### config.mk
export PLATFORM = sky130hd
export DESIGN_NAME = grf_write_arbiter
export DESIGN_NICKNAME = d
export VERILOG_FILES = /design/src/rtl/grf_write_arbiter.sv
export SDC_FILE = /design/constraint.sdc
export NUM_CORES = 1
export LEC_CHECK = 0
export ABC_AREA = 1
export CORE_AREA = 2 2 184 186
export DETAILED_ROUTE_END_ITERATION = 16
export DIE_AREA = 0 0 186 188
export GPL_ROUTABILITY_DRIVEN = 0
export GPL_TIMING_DRIVEN = 0
export PLACE_DENSITY = 0.8
export SETUP_SLACK_MARGIN = 0.05
export SYNTH_ARGS = -nofsm -noshare
export SYNTH_HDL_FRONTEND = slang
export SYNTH_SLANG_ARGS = --single-unit
export TNS_END_PERCENT = 10
### constraint.sdc
create_clock -name clk -period 14.1 [get_ports clk]
set_input_delay 4.23 -clock clk [delete_from_list [all_inputs] [get_ports clk]]
set_output_delay 4.23 -clock clk [all_outputs]
set_load 0.02 [all_outputs]
### src/rtl/grf_write_arbiter.sv
`default_nettype none
// ============================================================================
// Module   : grf_write_arbiter
// Purpose  : Merges pipeline writebacks and queued multi-cycle results into
//            the single registered register-file write port.
// Revision : 1.0 - initial release
// ============================================================================
module grf_write_arbiter #(
    parameter int DEPTH        = 4,
    parameter int STARVE_LIMIT = 3
) (
    input  logic        clk,
    input  logic        reset,
    input  logic        pipe_valid,
    input  logic [4:0]  pipe_addr,
    input  logic [31:0] pipe_data,
    input  logic [31:0] pipe_pc,
    output logic        pipe_accept,
    input  logic        side_valid,
    output logic        side_ready,
    input  logic [4:0]  side_addr,
    input  logic [31:0] side_data,
    input  logic [31:0] side_pc,
    output logic [4:0]  w_addr,
    output logic [31:0] w_data,
    output logic [31:0] w_pc,
    output logic [31:0] pending,
    output logic        empty
);

    localparam int PW = $clog2(DEPTH);
    localparam int CW = PW + 1;
    localparam int SW = $clog2(STARVE_LIMIT + 1);
    localparam logic [CW-1:0] C_DEPTH      = CW'(DEPTH);
    localparam logic [SW-1:0] C_STARVE_MAX = SW'(STARVE_LIMIT);

    logic [4:0]       addr_q [DEPTH];
    logic [4:0]       addr_d [DEPTH];
    logic [31:0]      data_q [DEPTH];
    logic [31:0]      data_d [DEPTH];
    logic [31:0]      pc_q   [DEPTH];
    logic [31:0]      pc_d   [DEPTH];
    logic [DEPTH-1:0] valid_q, valid_d;
    logic [PW-1:0]    wr_ptr_q, wr_ptr_d;
    logic [PW-1:0]    rd_ptr_q, rd_ptr_d;
    logic [CW-1:0]    count_q, count_d;
    logic [SW-1:0]    starve_q, starve_d;
    logic [31:0]      pending_q, pending_d;
    logic [4:0]       w_addr_q, w_addr_d;
    logic [31:0]      w_data_q, w_data_d;
    logic [31:0]      w_pc_q, w_pc_d;

    logic w_fifo_empty;
    logic w_pipe_write;
    logic w_side_grant;
    logic w_push;

    always_comb begin
        w_fifo_empty = (count_q == '0);
        side_ready   = (count_q < C_DEPTH);
        w_pipe_write = pipe_valid && (pipe_addr != 5'd0);
        // Grant decisions use only registered FIFO state, so a fresh push
        // cannot bypass straight to the write port.
        w_side_grant = !w_fifo_empty && ((starve_q == C_STARVE_MAX) || !w_pipe_write);
        pipe_accept  = pipe_valid && !w_side_grant;
        w_push       = side_valid && side_ready && (side_addr != 5'd0);

        addr_d   = addr_q;
        data_d   = data_q;
        pc_d     = pc_q;
        valid_d  = valid_q;
        wr_ptr_d = wr_ptr_q;
        rd_ptr_d = rd_ptr_q;
        count_d  = count_q;

        if (w_side_grant) begin
            valid_d[rd_ptr_q] = 1'b0;
            rd_ptr_d          = rd_ptr_q + PW'(1);
        end
        if (w_push) begin
            addr_d[wr_ptr_q]  = side_addr;
            data_d[wr_ptr_q]  = side_data;
            pc_d[wr_ptr_q]    = side_pc;
            valid_d[wr_ptr_q] = 1'b1;
            wr_ptr_d          = wr_ptr_q + PW'(1);
        end

        case ({w_push, w_side_grant})
            2'b10:   count_d = count_q + CW'(1);
            2'b01:   count_d = count_q - CW'(1);
            default: count_d = count_q;
        endcase

        starve_d = starve_q;
        if (w_fifo_empty || w_side_grant) begin
            starve_d = '0;
        end else if (w_pipe_write && (starve_q != C_STARVE_MAX)) begin
            starve_d = starve_q + SW'(1);
        end

        pending_d = 32'd0;
        for (int i = 0; i < DEPTH; i++) begin
            if (valid_d[i]) begin
                pending_d = pending_d | (32'd1 << addr_d[i]);
            end
        end

        w_addr_d = 5'd0;
        w_data_d = w_data_q;
        w_pc_d   = w_pc_q;
        if (w_side_grant) begin
            w_addr_d = addr_q[rd_ptr_q];
            w_data_d = data_q[rd_ptr_q];
            w_pc_d   = pc_q[rd_ptr_q];
        end else if (w_pipe_write) begin
            w_addr_d = pipe_addr;
            w_data_d = pipe_data;
            w_pc_d   = pipe_pc;
        end
    end

    always_ff @(posedge clk) begin
        if (reset) begin
            valid_q   <= '0;
            wr_ptr_q  <= '0;
            rd_ptr_q  <= '0;
            count_q   <= '0;
            starve_q  <= '0;
            pending_q <= 32'd0;
            w_addr_q  <= 5'd0;
            w_data_q  <= 32'd0;
            w_pc_q    <= 32'd0;
        end else begin
            valid_q   <= valid_d;
            wr_ptr_q  <= wr_ptr_d;
            rd_ptr_q  <= rd_ptr_d;
            count_q   <= count_d;
            starve_q  <= starve_d;
            pending_q <= pending_d;
            w_addr_q  <= w_addr_d;
            w_data_q  <= w_data_d;
            w_pc_q    <= w_pc_d;
        end
    end

    // Payload storage is qualified by valid_q, so it needs no reset.
    always_ff @(posedge clk) begin
        addr_q <= addr_d;
        data_q <= data_d;
        pc_q   <= pc_d;
    end

    assign w_addr  = w_addr_q;
    assign w_data  = w_data_q;
    assign w_pc    = w_pc_q;
    assign pending = pending_q;
    assign empty   = w_fifo_empty;

endmodule
`default_nettype wire

Word-level counts from Yosys, hierarchy flattened:

Cells that the tools add are included.

* register bits: 390
* latch bits: 0
* RAM bits: 0
* ROM bits: 0
* input bits: 142
* word-level logic and storage cells: 104
* memories kept: 0

* add/sub/neg operators: 5
* multiply operators: 0
* divide/modulo/power cells: 0
* order comparisons: 8
* equality and inequality tests: 4
* shifts and indexed selects: 4
* mux-type cells: 34
* bitwise gates (word level): 8
* reduce and logical (&&, ||, !) cells: 20

Operator list (count)
* 2-to-1 mux 32 bit: 13
* bitwise mux 128 bit: 2
* binary-select mux 32 bit (select 2 bit): 2
* << shifter 1 x 5 -> 32 bit, first input constant: 4
* OR 32 bit: 3
* demux 32 bit (select 2 bit): 1
* 2-to-1 mux 5 bit: 5
* bitwise mux 20 bit: 1
* 2-to-1 mux 20 bit: 1
* binary-select mux 5 bit (select 2 bit): 1
* demux 5 bit (select 2 bit): 1
* nonzero test 5 bit: 2
* logical AND 1 bit: 9
* 2-to-1 mux 4 bit: 2
* adder 2 x 1 -> 2 bit, second input constant: 3
* greater-or-equal comparator 3 bit, second input constant: 2
* < comparator 2 x 3 -> 1 bit, second input constant: 2
* NOT 2 -> 3 bit: 2
* case mux 3 bit (2 select lines): 1
* bitwise AND 4 bit: 1
* demux 1 bit (select 2 bit): 2
* == test 2 bit, second input constant: 2
* greater-or-equal comparator 2 x 1 -> 1 bit, second input constant: 2
* NOT 4 bit: 1
* 13 further kinds: 18

Longest topological paths before layout:

* depth in word-level cells: 16
* depth in mapped cells: 15
* mapped depth without buffers: 14

Worst setup path after synthesis:

OpenSTA, ideal clock, no wires.

* path kind: input-to-output
* from: in pipe_addr[2]
* to: out pipe_accept
* data arrival time: 5.220 ns
* data required time: 9.870 ns
* path slack: 4.650 ns
* cell stages on the path: 7
* cell sequence: nor2_1 -> nand3_1 -> nand3_1 -> nand2_1 -> clkinv_1 -> buf_2 -> nor2_1

* cells in the longest elaborated chain, start to end: 7

RTL lines
* from (decl): RTL line 15 `input logic [4:0] pipe_addr,`
* nonzero test 5 bit: RTL line 61 `w_pipe_write = pipe_valid && (pipe_addr != 5'd0);`
* logical AND 1 bit: RTL line 61
* zero test 1 bit: RTL line 64 `w_side_grant = !w_fifo_empty && ((starve_q == C_STARVE_MAX) || !w_pipe_write);`
* logical OR 1 bit: RTL line 64
* logical AND 1 bit: RTL line 64
* zero test 1 bit: RTL line 65 `pipe_accept = pipe_valid && !w_side_grant;`
* logical AND 1 bit: RTL line 65
* to (decl): RTL line 18 `output logic pipe_accept,`

No other way between the ends.

Final worst setup path:

Same ends and word-level chain as after synthesis.

==> results.tsv <==
stage	metric	value	unit
outcome	status	completed	
worst_setup_path	Crit Path Class	input pin to output pin	
clocking	number of buffers created by CTS	39	
synthesis	top post-synthesis cells by area	edfxtp_1 47%, dfxtp_1 16%, nand2_1 7.5%	
sta	Fmax	91.1	MHz
clocking	Max Root-Sink Buffers	3	
power_and_ir_drop	total leakage power	0.00763	uW
grt	first-pass GRT wire length	72100	microns
sta	Finish-stage setup viols	0	
grt	antenna violations before repair	6	
sta	Final Slew Violations	0	
sta	skew final	0.0277	ns
clocking	H-tree depth	2	
drt	final WL	47100	microns
clocking	total clock sinks	390	
finish	post-synthesis to final-layout area growth	27.6	%
drt	Detailed Route Iter0 Violations	1608	
place	Placed Area	19500	sq um
die	Initial Util	49.4	%
grt	total track usage	26.8	%
clocking	setup repair bufs after CTS	0	
drt	Via density	5.67	
synthesis	mapped cell area	16400	sq um
die	row count	67	
worst_setup_path	CP peak stage delay	0.64	ns
finish	nets	2124	
sta	Final Hold Vio Count	0	
sta	unrepaired setup endpoints after global routing	false	
drt	DR pass1 iterations	6	
synthesis	Syn Nets	1834	
clocking	Clk Latency, worst-skew pair	0.55	ns
synthesis	Yosys warning count	0	
clocking	clk slew on worst S/H paths	0.06	ns
drt	routed vias	13900	
die	die width	186	microns
grt	largest net degree at the start of global routing	58	
worst_setup_path	CP Launch Type	input pin	
clocking	clock root cell	clkbuf_16	
grt	Congestion Overflow GR	0	
die	num ports	246	
min_path	hold path startpoint	starve_q[0]	
synthesis	post-synth top area cell	edfxtp_1	
power_and_ir_drop	worst vdd ir	0.125	mV
die	area of the die	35000	sq um
worst_setup_path	CP Cell Sequence	clkdlybuf4s50_1, nor2_1, nand3_1, nand3_1, nand2_1, clkinv_1, buf_2, nor2_1, clkdlybuf4s50_1	
clocking	Post-CTS Hold Buffers	0	
synthesis	flop and latch count out of synthesis	390	
worst_setup_path	Crit Path Max Fanout	10	
grt	vias in the first global route	13500	
place	Final HPWL DP	32600	microns
worst_setup_path	reg2reg start	rd_ptr_q[0]	
drt	Antenna Nets Post-Route	0	
synthesis	sequential share of the synthesized area	63.3	%
place	Port Buffers	244	
synthesis	Unique masters post-synth	36	
finish	Post-Layout Inst Area	20900	sq um
worst_setup_path	crit path capture type	output pin	
sta	minimum clock period	10.98	ns
synthesis	Yosys top cell area share	47.0	%
drt	DRC viols	0	
clocking	CTS tree	done	
die	die height	188	microns
clocking	CTS-repair resized insts	0	
min_path	worst hold-check path type	register to register	
worst_setup_path	Required @ worst endpoint	9.87	ns
drt	WL per Instance	19.2	microns
sta	setup_tns	0	ns
sta	worst rel slew slack	42.8	%
worst_setup_path	CP arrival	6.75	ns
synthesis	synthesized area per cell	9.74	sq um
flow_run	max cap viols	0	
worst_setup_path	Crit. Startpoint	pipe_addr[2]	
worst_setup_path	crit path max-delay cell type	clkdlybuf4s50_1	
power_and_ir_drop	pwr/cell area	197	nW/um^2
sta	Final period util	77.8	%
synthesis	Post-Synthesis Cells	1681	
sta	slew of the pin with the lowest slew margin	0.858	ns
die	Core ar.	33100	sq um
finish	layout cells sized above 1	7.44	%
[logic make-up (layout without fill, tap and decap cells)]
kind of cell / count (synthesis) / after routing / share of synthesized area (%)
and+or+nand+nor: 717 / 717 / 17.8
AOI/OAI and AO/OA: 392 / 392 / 13.6
DFF: 390 / 390 / 63.3
buffers and inverters: 171 / 492 / 4.33
adders and majority gates: 11 / 11 / 0.886
other: 0 / 4 / 0
[area by class of cell]
class	count	area, sq um
Antenna cell	4	10.0
Buffer	99	438
Clock buffer	57	1130
Clock inverter	15	246
Fill cell	2569	12200
Inverter	72	278
Multi-Input combinational cell	1120	5300
Sequential cell	390	10400
Tap cell	448	561
Timing Repair Buffer	249	2560
[cell usage in the layout (no fill, tap or decap), types with 2 or more instances in the layout]
| cell | netlist | routed |
|---|---|---|
| nor2_2 | 6 | 6 |
| a31oi_1 | 50 | 50 |
| clkbuf_8 | 0 | 9 |
| clkbuf_1 | 71 | 80 |
| bufinv_16 | 0 | 5 |
| nor2_1 | 269 | 268 |
| a21oi_4 | 3 | 3 |
| nand2_2 | 19 | 19 |
| inv_1 | 58 | 55 |
| nand4_1 | 4 | 4 |
| nor2_4 | 1 | 2 |
| edfxtp_1 | 256 | 256 |
| clkinv_2 | 0 | 4 |
| buf_1 | 2 | 2 |
| nand3_1 | 69 | 69 |
| a21oi_2 | 5 | 5 |
| buf_4 | 2 | 2 |
| inv_2 | 13 | 13 |
| clkbuf_16 | 0 | 39 |
| dfxtp_1 | 134 | 134 |
| nor3_1 | 16 | 16 |
| a311oi_1 | 2 | 2 |
| o21ai_0 | 213 | 213 |
| a21oi_1 | 40 | 40 |
| o221ai_1 | 14 | 14 |
| inv_4 | 0 | 3 |
| nand2_1 | 328 | 328 |
| buf_6 | 3 | 3 |
| o22ai_1 | 50 | 50 |
| buf_12 | 0 | 3 |
| o211ai_1 | 14 | 14 |
| clkinvlp_4 | 0 | 2 |
| clkdlybuf4s50_1 | 0 | 244 |
| diode_2 | 0 | 4 |
| buf_16 | 0 | 2 |
| ha_1 | 10 | 10 |
| clkinv_8 | 0 | 2 |
| buf_2 | 20 | 20 |
[cell usage after synthesis, drive strengths merged]
cell type	number
clkbuf	71
edfxtp	256
dfxtp	134
nand3b	1
nor3	17
ha	10
a311oi	2
nand3	71
o211ai	14
nand4	4
o22ai	50
o221ai	14
fa	1
buf	28
clkinv	1
a21oi	48
nor2	276
o21ai	214
a31oi	50
nand2	348
inv	71
[state kept, by name, summed over array words and instances (netlist names), 3 cells and up]
signal / cells
w_pc: 32
data_q: 128
valid_q: 4
pending: 32
w_addr: 5
w_data: 32
count_q: 3
pc_q: 128
addr_q: 20
[stage by stage]
stage               setup WS (ns)  utilization, %  power, uW  hold WS, ns  instances
finish                       3.12            63.1       4110        0.420       2454
global route                 3.00            63.1       4300        0.442       2454
CTS                          3.13            63.1       4100        0.429       2450
detailed placement           3.13            58.9       3000        0.421       2378
global placement             2.53            58.5       2970        0.407       2373
floorplan                    4.65               -       2400        0.398       1681
[worst max-delay path, delay by kind of cell]
kind,cells,cell delay [ns]
buffers and inverters,4,1.75
and+or+nand+nor,5,0.77
[path summary, 6_finish.rpt]
kind,slack [ns],depth (start not counted),endpoint
max,3.12,9,pipe_accept
min,0.42,1,starve_q[0]
max reg2reg,10.95,13,pending[29]
min reg2reg,0.42,1,starve_q[0]
[where the power goes]
part | internal, uW | total, uW | switching [uW]
logic | 484 | 1500 | 1020
registers | 1420 | 1510 | 87.1
clock network | 657 | 1100 | 438
total | 2570 | 4110 | 1550
[per-layer routing]
layer / up-vias / wire (microns) / track usage (%)
met4: 4 / 1850 / 12.0
li1: 6433 / - / -
met3: 138 / 4540 / 6.00
met1: 6564 / 18400 / 34.3
met5: - / 26 / 0
met2: 764 / 22300 / 43.4
Note: power is estimated with default switching activity, not from simulation.
